--- config.mk ---
export PLATFORM = sky130hd
export DESIGN_NAME = mont_iter_ctrl
export DESIGN_NICKNAME = d
export VERILOG_FILES = /design/src/rtl/mont_pkg.sv /design/src/rtl/mont_final_sub.sv /design/src/rtl/mont_iter_ctrl.sv
export SDC_FILE = /design/constraint.sdc
export NUM_CORES = 1
export LEC_CHECK = 0
export CORE_MARGIN = 4
export CORE_UTILIZATION = 48
export DETAILED_ROUTE_END_ITERATION = 10
export GPL_TIMING_DRIVEN = 0
export PLACE_DENSITY_LB_ADDON = 0.2
export SYNTH_ARGS = -nofsm -noshare
export SYNTH_HDL_FRONTEND = slang
export SYNTH_SLANG_ARGS = --single-unit
export TNS_END_PERCENT = 10
--- constraint.sdc ---
create_clock -name clk -period 2 [get_ports clk]
set_clock_uncertainty 0.05 [all_clocks]
set_input_delay 0.5 -clock clk [delete_from_list [all_inputs] [get_ports clk]]
set_output_delay 0.5 -clock clk [all_outputs]
set_load 0.005 [all_outputs]
--- src/rtl/mont_pkg.sv ---
// Shared constants, FSM encoding and word-index helper for the Montgomery
// iteration controller.
package mont_pkg;

  localparam int N  = 6;
  localparam int W  = 3;
  localparam int NW = 3;

  typedef enum logic [2:0] {
    IDLE  = 3'd0,
    LOAD  = 3'd1,
    ISSUE = 3'd2,
    WAIT  = 3'd3,
    FINAL = 3'd4,
    DONE  = 3'd5
  } state_t;

  function automatic int word_lsb(input int j);
    return j * W;
  endfunction

endpackage

--- src/rtl/mont_final_sub.sv ---
// Final conditional subtraction of Montgomery multiplication: returns S-M when
// S >= M, otherwise S, all at N+1 bits.
module mont_final_sub
  import mont_pkg::*;
(
  input  logic [N:0]   i_s,
  input  logic [N-1:0] i_m,
  output logic [N:0]   o_r
);

  logic [N:0] w_m_ext;

  assign w_m_ext = {1'b0, i_m};
  assign o_r     = (i_s >= w_m_ext) ? (i_s - w_m_ext) : i_s;

endmodule

--- src/rtl/mont_iter_ctrl.sv ---
// Bit-serial Montgomery iteration controller: scans X LSB first, issues one
// kernel iteration per bit, feeds S back, then applies the final subtraction.
module mont_iter_ctrl
  import mont_pkg::*;
#(
  parameter int TIMEOUT = 64
) (
  input  logic            clk,
  input  logic            rst,
  input  logic            start,
  input  logic [N-1:0]    x,
  input  logic [N-1:0]    y,
  input  logic [N-1:0]    m,
  output logic            busy,
  output logic            result_valid,
  output logic [N-1:0]    result,
  output logic            err,
  output logic            k_start,
  output logic            k_xi,
  output logic [N-1:0]    k_y,
  output logic [N-1:0]    k_m,
  output logic [NW*W-1:0] k_s,
  input  logic            k_done,
  input  logic [NW*W-1:0] k_s_new
);

  localparam int IW = (N > 1) ? $clog2(N) : 1;
  localparam int CW = (TIMEOUT > 1) ? $clog2(TIMEOUT) : 1;

  state_t        r_state;
  logic [N-1:0]  r_x;
  logic [N-1:0]  r_y;
  logic [N-1:0]  r_m;
  logic [W-1:0]  r_s [NW];
  logic [IW-1:0] r_i;
  logic [CW-1:0] r_cnt;

  logic [NW*W-1:0] w_s_flat;
  logic [N:0]      w_fin;

  for (genvar j = 0; j < NW; j++) begin : g_sword
    assign w_s_flat[word_lsb(j) +: W] = r_s[j];
  end

  // S < 2M by construction, so N+1 bits of the partial sum are enough.
  mont_final_sub u_final_sub (
    .i_s (w_s_flat[N:0]),
    .i_m (r_m),
    .o_r (w_fin)
  );

  assign k_s  = w_s_flat;
  assign k_y  = r_y;
  assign k_m  = r_m;
  assign k_xi = r_x[r_i];

  // Control outputs are registered from the current state, so each one
  // appears one cycle after the state it reflects.
  always_ff @(posedge clk) begin
    if (rst) begin
      r_state      <= IDLE;
      r_x          <= '0;
      r_y          <= '0;
      r_m          <= '0;
      r_i          <= '0;
      r_cnt        <= '0;
      for (int j = 0; j < NW; j++) r_s[j] <= '0;
      busy         <= 1'b0;
      result_valid <= 1'b0;
      result       <= '0;
      err          <= 1'b0;
      k_start      <= 1'b0;
    end else begin
      k_start      <= (r_state == ISSUE);
      busy         <= (r_state inside {LOAD, ISSUE, WAIT, FINAL});
      result_valid <= (r_state == DONE);

      case (r_state)
        IDLE: begin
          if (start) begin
            r_x     <= x;
            r_y     <= y;
            r_m     <= m;
            r_i     <= '0;
            for (int j = 0; j < NW; j++) r_s[j] <= '0;
            err     <= 1'b0;
            r_state <= LOAD;
          end
        end
        LOAD: r_state <= ISSUE;
        ISSUE: begin
          r_cnt   <= '0;
          r_state <= WAIT;
        end
        WAIT: begin
          // A k_done arriving on the expiry cycle still counts as success.
          if (k_done) begin
            for (int j = 0; j < NW; j++) r_s[j] <= k_s_new[word_lsb(j) +: W];
            if (r_i == IW'(N - 1)) begin
              r_state <= FINAL;
            end else begin
              r_i     <= r_i + 1'b1;
              r_state <= ISSUE;
            end
          end else if (r_cnt == CW'(TIMEOUT - 1)) begin
            err     <= 1'b1;
            result  <= '0;
            r_state <= DONE;
          end else begin
            r_cnt <= r_cnt + 1'b1;
          end
        end
        FINAL: begin
          result  <= w_fin[N-1:0];
          r_state <= DONE;
        end
        DONE:    r_state <= IDLE;
        default: r_state <= IDLE;
      endcase
    end
  end

endmodule

# After elaboration in Yosys (flattened, before gate mapping)
# Memories as Yosys holds them, arrays and structs flattened.
# Index checks and enable logic that the tools add are counted.
dict set report op_classes {
  order_cmp 2
  add_sub_neg 3
  mux 38
  reduce_logical 11
  bitwise 6
  n_eq_ne 14
}
# cell n
set op_table {}
lappend op_table {{two-way mux 3 bit} 13}
lappend op_table {{two-way mux 6 bit} 5}
lappend op_table {{one-hot mux 6 bit (2 select lines)} 2}
lappend op_table {{one-hot mux 3 bit (5 select lines)} 1}
lappend op_table {{two-way mux 1 bit} 14}
lappend op_table {{inequality test 2 bit, second input constant} 5}
lappend op_table {{equality test 3 bit, second input constant} 3}
lappend op_table {{AND reduction 4 bit} 2}
lappend op_table {{>= comparator 7 x 6 -> 1 bit} 1}
lappend op_table {{adder 6 x 1 -> 6 bit, second input constant} 1}
lappend op_table {{equality test 3 x 2 -> 1 bit, second input constant} 2}
lappend op_table {{equality test 6 bit, second input constant} 1}
lappend op_table {{OR 1 bit} 6}
lappend op_table {{one-hot mux 3 bit (2 select lines)} 1}
lappend op_table {{AND reduction 3 bit} 2}
lappend op_table {{nonzero test 2 bit} 3}
lappend op_table {{subtractor 6 bit} 1}
lappend op_table {{less-than comparator 3 x 4 -> 1 bit, second input constant} 1}
lappend op_table {{AND reduction 2 bit} 2}
lappend op_table {{nonzero test 4 bit} 1}
lappend op_table {{adder 3 x 1 -> 3 bit, second input constant} 1}
lappend op_table {{binary-select mux 1 bit (select 3 bit)} 1}
lappend op_table {{equality test 3 x 1 -> 1 bit, second input constant} 1}
lappend op_table {{zero test 3 bit} 1}
lappend op_table {{3 further kinds} 3}
dict set report word_totals {
  register_bits 40
  mem_bits_rw 9
  in_bits 31
  mem_count 1
  wordCells 86
}
# name words word_bits read_ports rd_ports_with_merged_regs wr line
set mem_list {}
lappend mem_list {r_s 3 3 3 0 3 mont_iter_ctrl.sv:34} ;# logic [W-1:0] r_s [NW];

# Depth between registers and ports, before layout
# Gate-level depths: netlist of run 1.
dict set report depth {
  depth_word 6
  mapped_depth 8
}

# By module
# Synthesis of run 1 repeated with hierarchy kept, for this count alone.
dict set report hier_totals {
  hier_cells 263
  hier_area_um2 2529.9
}
# module n_inst area_per_inst_um2 seq_area_each_um2 cells_per_inst
set by_module_without_submodules {}
lappend by_module_without_submodules {mont_iter_ctrl 1 2133.3 1071.0 210}
lappend by_module_without_submodules {mont_final_sub 1 396.6 0.0 53}

# Least setup slack after synthesis of run 1
# OpenSTA, ideal clock, no wires.
dict set report synth_timing {
  kind {flip-flop to flip-flop}
  from {mem r_s[0][2]}
  to {reg result[0]}
  setup_ns 0.067
  stages_incl_launch_ff 8
  slack_ns 0.133
  arrival_time_ns 1.750
  path_cell_list {edfxtp_1 -> ha_1 -> a21oi_2 -> o21ai_1 -> a41o_1 -> buf_6 -> mux2_4 -> o21ai_2}
}
# item line
set synth_rtl {}
lappend synth_rtl {{start, declared} mont_iter_ctrl.sv:34}
lappend synth_rtl {{end signal, assigned} mont_iter_ctrl.sv:114} ;# result <= w_fin[N-1:0];
lappend synth_rtl {{end, declared} mont_iter_ctrl.sv:16} ;# output logic [N-1:0] result,

==> flow_metrics.tcl, run 1 <==
set metrics [dict create \
    met1Wirelength_microns 2369 \
    grt_max_degree 16 \
    drt_iter0_markers 102 \
    finalSetupTns_ns 0 \
    grt_overflow 0 \
    hold_class "flop to flop" \
    cts_buffers 5 \
    peakVddDrop_v 0.0006483 \
    min_delay_path_depth 2 \
    wirelength_microns 5121 \
    portBuffers 61 \
    slowest_delay_ns 0.44 \
    path_cells "ha_1 > a21oi_1 > o21ai_0 > a41o_1 > buf_6 > mux2_4 > o21ai_2" \
    power_leakage_uw 0.001158 \
    synth-seq-area-share 0.4724 \
    synth_edf_count 9 \
    syn_avg_cell_area_sq_um 8.787 \
    period_needed_ns 1.940 \
    tightest_slew_ns 0.7677 \
    top_level_ports 63 \
    cts_sinks 49 \
    outcome "complete, no violations" \
    fillerInstances 375 \
    postRouteAntennaNets 0 \
    cts_root_buffer "clkbuf_8" \
    final-seq-area_sq_um 1075 \
    cp_max_fo 6 \
    drt_pass1_iterations 4 \
    worstSetupPathType "flop to flop" \
    cts_max_level 2 \
    hpwlAfterDp_microns 3832 \
    slew_headroom 0.4843 \
    track_usage 0.1844 \
    min_to "r_x[4]" \
    crit_slowest_cell "edfxtp_1" \
    drive_above_1_share 0.07034 \
    n_antenna_cell 0 \
    critPathLaunchType "flop" \
    dieArea_sq_um 5887 \
    synth_area_sq_um 2267 \
    fin_util 0.6843 \
    place_congestion 0.8265 \
    initial_core_util 0.5067 \
    fin_nets 367 \
    final_common_cell "clkdlybuf4s50_1" \
    period_share 0.9702 \
    dieWidth_microns 76.73 \
    wl_met3_microns 384 \
    route.met2.wl_microns 2308 \
    synth_warnings 0 \
    area_growth_syn_to_layout_pct 35.04 \
    rsz0062_at_grt "yes" \
    final_cell_mix "clkdlybuf4s50_1 (60), nand2_1 (53), dfxtp_1 (39), a21oi_1 (24), nor2_1 (22)" \
    core_area_sq_um 4474 \
    vias 1949 \
    antenna_found_initial 0 \
    top_layer_used "met4" \
    reg2reg_to "result[0]" \
    clk_latency_ns 0.30 \
    postSynth.asyncResetShare 0 \
    end_kind "flop" \
    route.detailed.drc 0 \
    clk_pin_slew_ns 0.09 \
    r2r-start "r_s[0][4]" \
    grt_pass1_vias 1888 \
    drv_cap 0 \
    max_freq_ghz 0.5154 \
    ys.flop_type "dfxtp_1" \
    ctsHoldBuffers 0 \
    slew_viol_final 0 \
    wl_per_cell_microns 13.51 \
    syn_inst 258 \
    syn_nets 299 \
    synth_cell_types 42 \
    min_from "r_x[4]" \
    dieHeight_microns 76.73 \
    critPathArrivalTime_ns 2.13 \
    num_rows 24 \
    ys_ff_latch 49 \
    cp.required_ns 2.19 \
    r2r_slack_ns 0.06 \
    grt_first_pass_wirelength_microns 8852 \
    via_per_inst 5.142 \
    ff2ff_path_depth 7 \
    multiInputGateArea_sq_um 1109 \
    p_per_area_nw_per_um2 739.2 \
    cts_tree "yes" \
    clk_path_buf_depth 2 \
    hold_viol 0 \
    finalSetupViolations 0 \
]
stage by stage:
| stage | hold slack, ns | setup WS (ns) | power, uW | instances | cell area (sq um) |
|---|---|---|---|---|---|
| floorplan | 0.3831 | 0.1332 | 1385 | 258 | 2267 |
| detailed placement | 0.3932 | -0.3802 | 1585 | 371 | 2943 |
| global placement | 0.3846 | -0.3680 | 1576 | 371 | 2943 |
| CTS | 0.4083 | -0.03990 | 2281 | 379 | 3060 |
| global route | 0.4202 | -0.03359 | 2400 | 379 | 3062 |
| finish | 0.4083 | 0.05961 | 2263 | 379 | 3062 |
state kept, by name, summed over array words and instances, names as in the netlist:
signal        flops
r_state           3
result            6
k_m               6
r_x               6
k_start           1
k_y               6
busy              1
r_s               9
err               1
result_valid      1
r_cnt             6
r_i               3
critical path, delay by kind of cell (launching register included):
family	cells	cell delay, ns
flip-flops	1	0.44
multiplexers	1	0.30
adder cells (fa/ha/maj)	1	0.37
buffers and inverters	1	0.14
AO/OA/AOI/OAI	4	0.58
final cells by class:
type | instances | share of cell area
Clock buffer | 5 | 0.02248
Timing Repair Buffer | 62 | 0.2002
Tap cell | 52 | 0.02125
Inverter | 10 | 0.01226
Clock inverter | 3 | 0.01349
Buffer | 11 | 0.01716
Sequential cell | 49 | 0.3510
Multi-Input combinational cell | 187 | 0.3621
worst max-delay path by stage:
stage,end,cells after the start,startpoint
floorplan,result[0],7,r_s[0][2]
global placement,r_s[0][7],5,start
detailed placement,r_s[0][8],5,start
CTS,k_xi,4,r_i[0]
global route,result[0],7,r_s[0][4]
finish,result[0],7,r_s[0][4]
routing by layer:
layer | track usage | vias to the layer above
met1 | 0.2382 | 876
met3 | 0.06557 | 7
li1 | - | 1014
met5 | 0 | -
met4 | 0.06159 | 0
met2 | 0.2857 | 52
synthesized netlist by cell type (2+ instances only):
master,instances,share of area
clkbuf_1,8,0.013
nand3_1,6,0.013
a21oi_1,24,0.053
o31ai_1,3,0.0099
nand3b_1,3,0.0099
nor2b_1,3,0.0083
edfxtp_1,9,0.12
a211oi_1,2,0.0066
buf_2,3,0.0066
dfxtp_1,40,0.35
inv_1,10,0.017
a31oi_1,2,0.0055
a21o_1,3,0.0099
ha_1,9,0.050
o21ai_0,9,0.020
xnor2_1,2,0.0077
xor2_1,5,0.019
nor4_1,2,0.0055
mux2i_1,5,0.022
nand4_1,2,0.0055
nand2_1,53,0.088
nor2_1,22,0.036
and2_1,9,0.025
nor3_1,6,0.013
where the power goes:
part	leakage (uW)	switching (uW)	total, uW	internal, uW
sequential	0.000424	30.8	1090	1060
combinational	0.000683	228	476	249
clock	0.0000518	330	699	368
cells by family (layout without fill, tap and decap cells):
group                      count (synthesis)  count (layout)  synth area share
and+or+nand+nor                          112             112            0.2285
AOI/OAI and AO/OA                         51              51            0.1336
DFF                                       49              49            0.4724
buffers and inverters                     22              91           0.04139
adders and majority gates                 10              10           0.05850
xor gates and xnor gates                   7               7           0.02704
muxes                                      7               7           0.03863
repair_timing:
item                       in CTS  in global routing
pin swaps                       0                  1
buffers inserted                1                  0
gates resized for setup         4                  6
setup endpoints to repair      10                 26
Note: power is estimated with default switching activity, not from simulation.
==> run 2, diff against run 1 <==
--- a/config.mk
+++ b/config.mk
@@ -5,11 +5,13 @@
 export SDC_FILE = /design/constraint.sdc
 export NUM_CORES = 1
 export LEC_CHECK = 0
+export CORE_ASPECT_RATIO = 0.7
 export CORE_MARGIN = 4
 export CORE_UTILIZATION = 48
 export DETAILED_ROUTE_END_ITERATION = 10
 export GPL_TIMING_DRIVEN = 0
 export PLACE_DENSITY_LB_ADDON = 0.2
+export SLEW_MARGIN = 20
 export SYNTH_ARGS = -nofsm -noshare
 export SYNTH_HDL_FRONTEND = slang
 export SYNTH_SLANG_ARGS = --single-unit
==> run 2 against run 1 <==
Effect of this change:
- the flow now finishes with violations (setup timing)
- via count up 2.9%
- final cell count up 1.6%
- clock-buffer cell count unchanged
- non-clock buffer count up 3
- critical path type is now flop to output port
- sequential power about the same
- first-iteration DRC count up 36%
- core utilization up 1.3 points
- sequential cell count unchanged
- total power up 0.94%
- highest routed layer unchanged
- global-route usage up 0.36 points
- register-to-register slack about the same
==> flow_metrics.tcl, run 2 (synthesized netlist as in run 1, its figures left out) <==
set metrics [dict create \
    p_per_area_nw_per_um2 736.0 \
    slew_viol_final 0 \
    grt_max_degree 16 \
    fin_nets 370 \
    grt_first_pass_wirelength_microns 8797 \
    dieArea_sq_um 5905 \
    critPathLaunchType "flop" \
    p_total_uw 2285 \
    p_switching_uw 602.2 \
    worstSetupPathType "flop to output port" \
    postRouteAntennaNets 0 \
    cts_max_level 2 \
    setup_slack_ns -0.02084 \
    dieWidth_microns 90.15 \
    hpwlAfterDp_microns 4073 \
    top_level_ports 63 \
    violations "setup timing" \
    rsz0062_at_grt "yes" \
    largest_reg_flops 9 \
    cts_tree "yes" \
    antenna_found_initial 0 \
    drv_cap 0 \
    drt_iter0_markers 139 \
    final_cell_mix "clkdlybuf4s50_1 (60), nand2_1 (52), dfxtp_1 (38), a21oi_1 (24), nor2_1 (22)" \
    wl_per_cell_microns 14.52 \
    pre_cts_ws_ns -0.3749 \
    area_growth_syn_to_layout_pct 36.92 \
    num_rows 20 \
    fillerInstances 365 \
    cp_max_fo 2 \
    hold_class "flop to flop" \
    route.detailed.drc 0 \
    vias 2006 \
    portBuffers 61 \
    via_per_inst 5.210 \
    place_congestion 0.9244 \
    initial_core_util 0.5090 \
    max_freq_ghz 0.4948 \
    swShare 0.2636 \
    cp.required_ns 1.45 \
    drive_above_1_share 0.09394 \
    dp.cells 374 \
    track_usage 0.1880 \
    cts_root_buffer "clkbuf_8" \
    power_leakage_uw 0.001175 \
    wirelength_microns 5590 \
    grt_overflow 0 \
    period_needed_ns 2.021 \
    tightest_slew_ns 0.5630 \
    internal_power_uw 1682 \
    layoutNonFillerInstCount 385 \
    final_common_cell "clkdlybuf4s50_1" \
    finalSetupViolations 1 \
    p_comb_frac 0.216 \
    clkPwrFrac 0.306 \
    hold_viol 0 \
    clk_pin_slew_ns 0.09 \
    cts_buffers 5 \
    outcome "finished, violations left" \
    clk_latency_ns 0.30 \
    regMostFlops "r_s" \
    dieHeight_microns 65.50 \
    core_area_sq_um 4454 \
    end_kind "output port" \
    slew_headroom 0.6212 \
    cts_sinks 49 \
    peakVddDrop_v 0.0003824 \
    drt_pass1_iterations 5 \
    n_antenna_cell 0 \
    p_seq_frac 0.478 \
    clk_path_buf_depth 2 \
    grt_pass1_vias 1817 \
    critPathArrivalTime_ns 1.47 \
    period_share 1.010 \
]
## run 2: cell count changes in the layout (fill, tap and decap cells not counted), sizes merged
| cell | previous run | this run |
|---|---|---|
| buf | 6 | 9 |
## run 2: critical path, cell delays in order, from the launching register on
cell and delay, ns:
dfxtp_4 0.37, mux4_2 0.51, nand2_2 0.09, o31ai_2 0.07, buf_2 0.13
## run 2: final timing paths
check	startpoint	endpoint	slack (ns)	cells after the start
setup / recovery	r_i[0]	k_xi	-0.02	4
hold / removal	k_y[0]	k_y[0]	0.41	2
setup reg to reg	r_s[0][2]	result[0]	0.07	7
hold reg to reg	k_y[0]	k_y[0]	0.41	2
## run 2: cell type report
cell class | count | area, sq um | share of cell area
Sequential cell | 49 | 1076 | 0.3466
Buffer | 11 | 52.55 | 0.01693
Inverter | 10 | 37.54 | 0.01209
Timing Repair Buffer | 65 | 635.6 | 0.2048
Multi-Input combinational cell | 187 | 1124 | 0.3620
Tap cell | 55 | 68.82 | 0.02217
Clock inverter | 3 | 41.29 | 0.01330
Clock buffer | 5 | 68.82 | 0.02217
## run 2: power groups by stage
stage	logic [uW]	registers, uW	clock network [uW]
detailed placement	476	1120	0
floorplan	274	1110	0
finish	494	1090	698
CTS	478	1090	708
global route	541	1100	757
global placement	468	1110	0
## run 2: repair_timing
item	CTS	global route
hold buffers	0	0
pin swaps	1	1
resized for setup	7	7
buffers inserted	1	3
endpoints found under the setup margin	11	23
## run 2: per-layer routing
metal	wire [microns]	part of all wire	global-route usage	vias to the layer above
li1	-	-	-	1017
met1	2675	0.48	0.2572	903
met2	2402	0.43	0.2912	77
met3	432	0.077	0.04805	9
met4	80	0.014	0.06489	0
met5	0	0	0	-
## run 2: through the flow
stage | instance area [sq um] | utilization | setup TNS, ns | hold WS (ns)
floorplan | 2267 | - | 0 | 0.3831
global placement | 2947 | 0.6615 | -4.654 | 0.3823
detailed placement | 2947 | 0.6615 | -4.914 | 0.3933
CTS | 3062 | 0.6874 | -0.05269 | 0.4071
global route | 3104 | 0.6969 | -0.1119 | 0.4301
finish | 3104 | 0.6969 | -0.02084 | 0.4067
==> run 3, diff against run 2 <==
--- a/config.mk
+++ b/config.mk
@@ -7,7 +7,8 @@
 export LEC_CHECK = 0
 export CORE_ASPECT_RATIO = 0.7
 export CORE_MARGIN = 4
-export CORE_UTILIZATION = 48
+export CORE_UTILIZATION = 49
+export CTS_BUF_LIST = sky130_fd_sc_hd__clkbuf_4 sky130_fd_sc_hd__clkbuf_8
 export DETAILED_ROUTE_END_ITERATION = 10
 export GPL_TIMING_DRIVEN = 0
 export PLACE_DENSITY_LB_ADDON = 0.2
==> run 3 against run 2 <==
Effect of this change:
- the run now ends clean
- non-clock buffer count decreased by 3
- highest routed layer unchanged
- maximum frequency increased by 3.2%
- critical path type unchanged
- sequential share of layout area increased by 0.17 points
- setup slack improved by 0.062 ns
- core utilization increased by 0.37 points
- via count decreased by 1.2%
==> flow_metrics.tcl, run 3 (synthesized netlist as in run 1, its figures left out) <==
set metrics [dict create \
    outcome "complete, no violations" \
    ctsHoldBuffers 0 \
    end_kind "output port" \
    final_cell_mix "clkdlybuf4s50_1 (60), nand2_1 (53), dfxtp_1 (39), a21oi_1 (23), nor2_1 (22)" \
    finalSetupViolations 0 \
    p_per_area_nw_per_um2 740.4 \
    worstSetupPathType "flop to output port" \
    grt_overflow 0 \
    slew_viol_final 0 \
    finalSetupTns_ns 0 \
    dieArea_sq_um 5796 \
    track_usage 0.1898 \
    place_congestion 0.9021 \
    wirelength_microns 5266 \
    slew_headroom 0.6339 \
    cp_max_fo 2 \
    route.detailed.drc 0 \
    dieHeight_microns 64.91 \
    grt_first_pass_wirelength_microns 8631 \
    tightest_slew_ns 0.5441 \
    cts_tree "yes" \
    n_antenna_cell 0 \
    hpwlAfterDp_microns 3950 \
    clk_path_buf_depth 2 \
    clk_latency_ns 0.30 \
    period_needed_ns 1.958 \
    portBuffers 61 \
    cp.required_ns 1.45 \
    vias 1982 \
    cts_sinks 49 \
    area_growth_syn_to_layout_pct 36.09 \
    power_leakage_uw 0.001168 \
    whs_ns 0.4063 \
    hold_class "flop to flop" \
    drive_above_1_share 0.07951 \
    fin_util 0.7006 \
    postRouteAntennaNets 0 \
    cts_root_buffer "clkbuf_8" \
    num_rows 20 \
    regMostFlops "r_s" \
    peakVddDrop_v 0.0005147 \
    critPathArrivalTime_ns 1.41 \
    hold_viol 0 \
    p_total_uw 2284 \
    fin_nets 367 \
    grt_pass1_vias 1865 \
    wl_per_cell_microns 13.79 \
    max_freq_ghz 0.5106 \
    initial_core_util 0.5148 \
    core_area_sq_um 4404 \
    antenna_found_initial 0 \
    drt_iter0_markers 124 \
    largest_reg_flops 9 \
    cts_buffers 5 \
    final_common_cell "clkdlybuf4s50_1" \
    grt_max_degree 15 \
    drv_cap 0 \
    cts_max_level 2 \
    via_per_inst 5.188 \
    period_share 0.9792 \
    critPathLaunchType "flop" \
    r2r_slack_ns 0.12 \
    dieWidth_microns 89.30 \
    clk_pin_slew_ns 0.08 \
    top_level_ports 63 \
    rsz0062_at_grt "yes" \
    drt_pass1_iterations 4 \
]
[run 3: layout make-up]
cell class                      instances  area (sq um)
Buffer                                 11         53.80
Tap cell                               55         68.82
Sequential cell                        49          1075
Multi-Input combinational cell        187          1127
Clock inverter                          2         33.78
Inverter                               10         37.54
Timing Repair Buffer                   62         613.1
Fill cell                             366          1319
Clock buffer                            6         76.32
[run 3: per-stage QoR]
step                setup slack, ns  std cells  instance area [sq um]
CTS                        -0.05292        382                   3064
finish                      0.04165        382                   3085
floorplan                    0.1332        258                   2267
global route               -0.02080        382                   3085
detailed placement          -0.3950        374                   2947
global placement            -0.3632        374                   2947
[run 3: final timing paths]
path,startpoint,end,cells after the start
setup / recovery,r_i[0],k_xi,4
hold / removal,k_y[0],k_y[0],2
setup reg to reg,k_m[4],result[0],8
hold reg to reg,k_y[0],k_y[0],2
[run 3: timing repair]
action,4_1_cts,5_1_grt
setup endpoints to repair,10,27
endpoints found under the hold margin,0,0
setup buffers,1,0
gates resized for setup,4,10
[run 3: routing by layer]
metal	vias up	GRT usage	wire length, microns
met5	-	0	0
met4	0	0.03903	21
met3	2	0.05337	450
met2	55	0.2932	2284
met1	907	0.2646	2510
li1	1018	-	-
[run 3: power breakdown]
group | internal [uW] | leakage [uW] | switching [uW]
Sequential | 1060 | 0.000424 | 33.4
Combinational | 254 | 0.000688 | 234
Clock | 383 | 0.0000563 | 323
Total | 1690 | 0.00117 | 590
[run 3: critical path: stages, from the launching register on]
cell and delay (ns):
dfxtp_4 0.36, mux4_2 0.48, nand2_1 0.08, o31ai_1 0.08
clkbuf_2 0.12
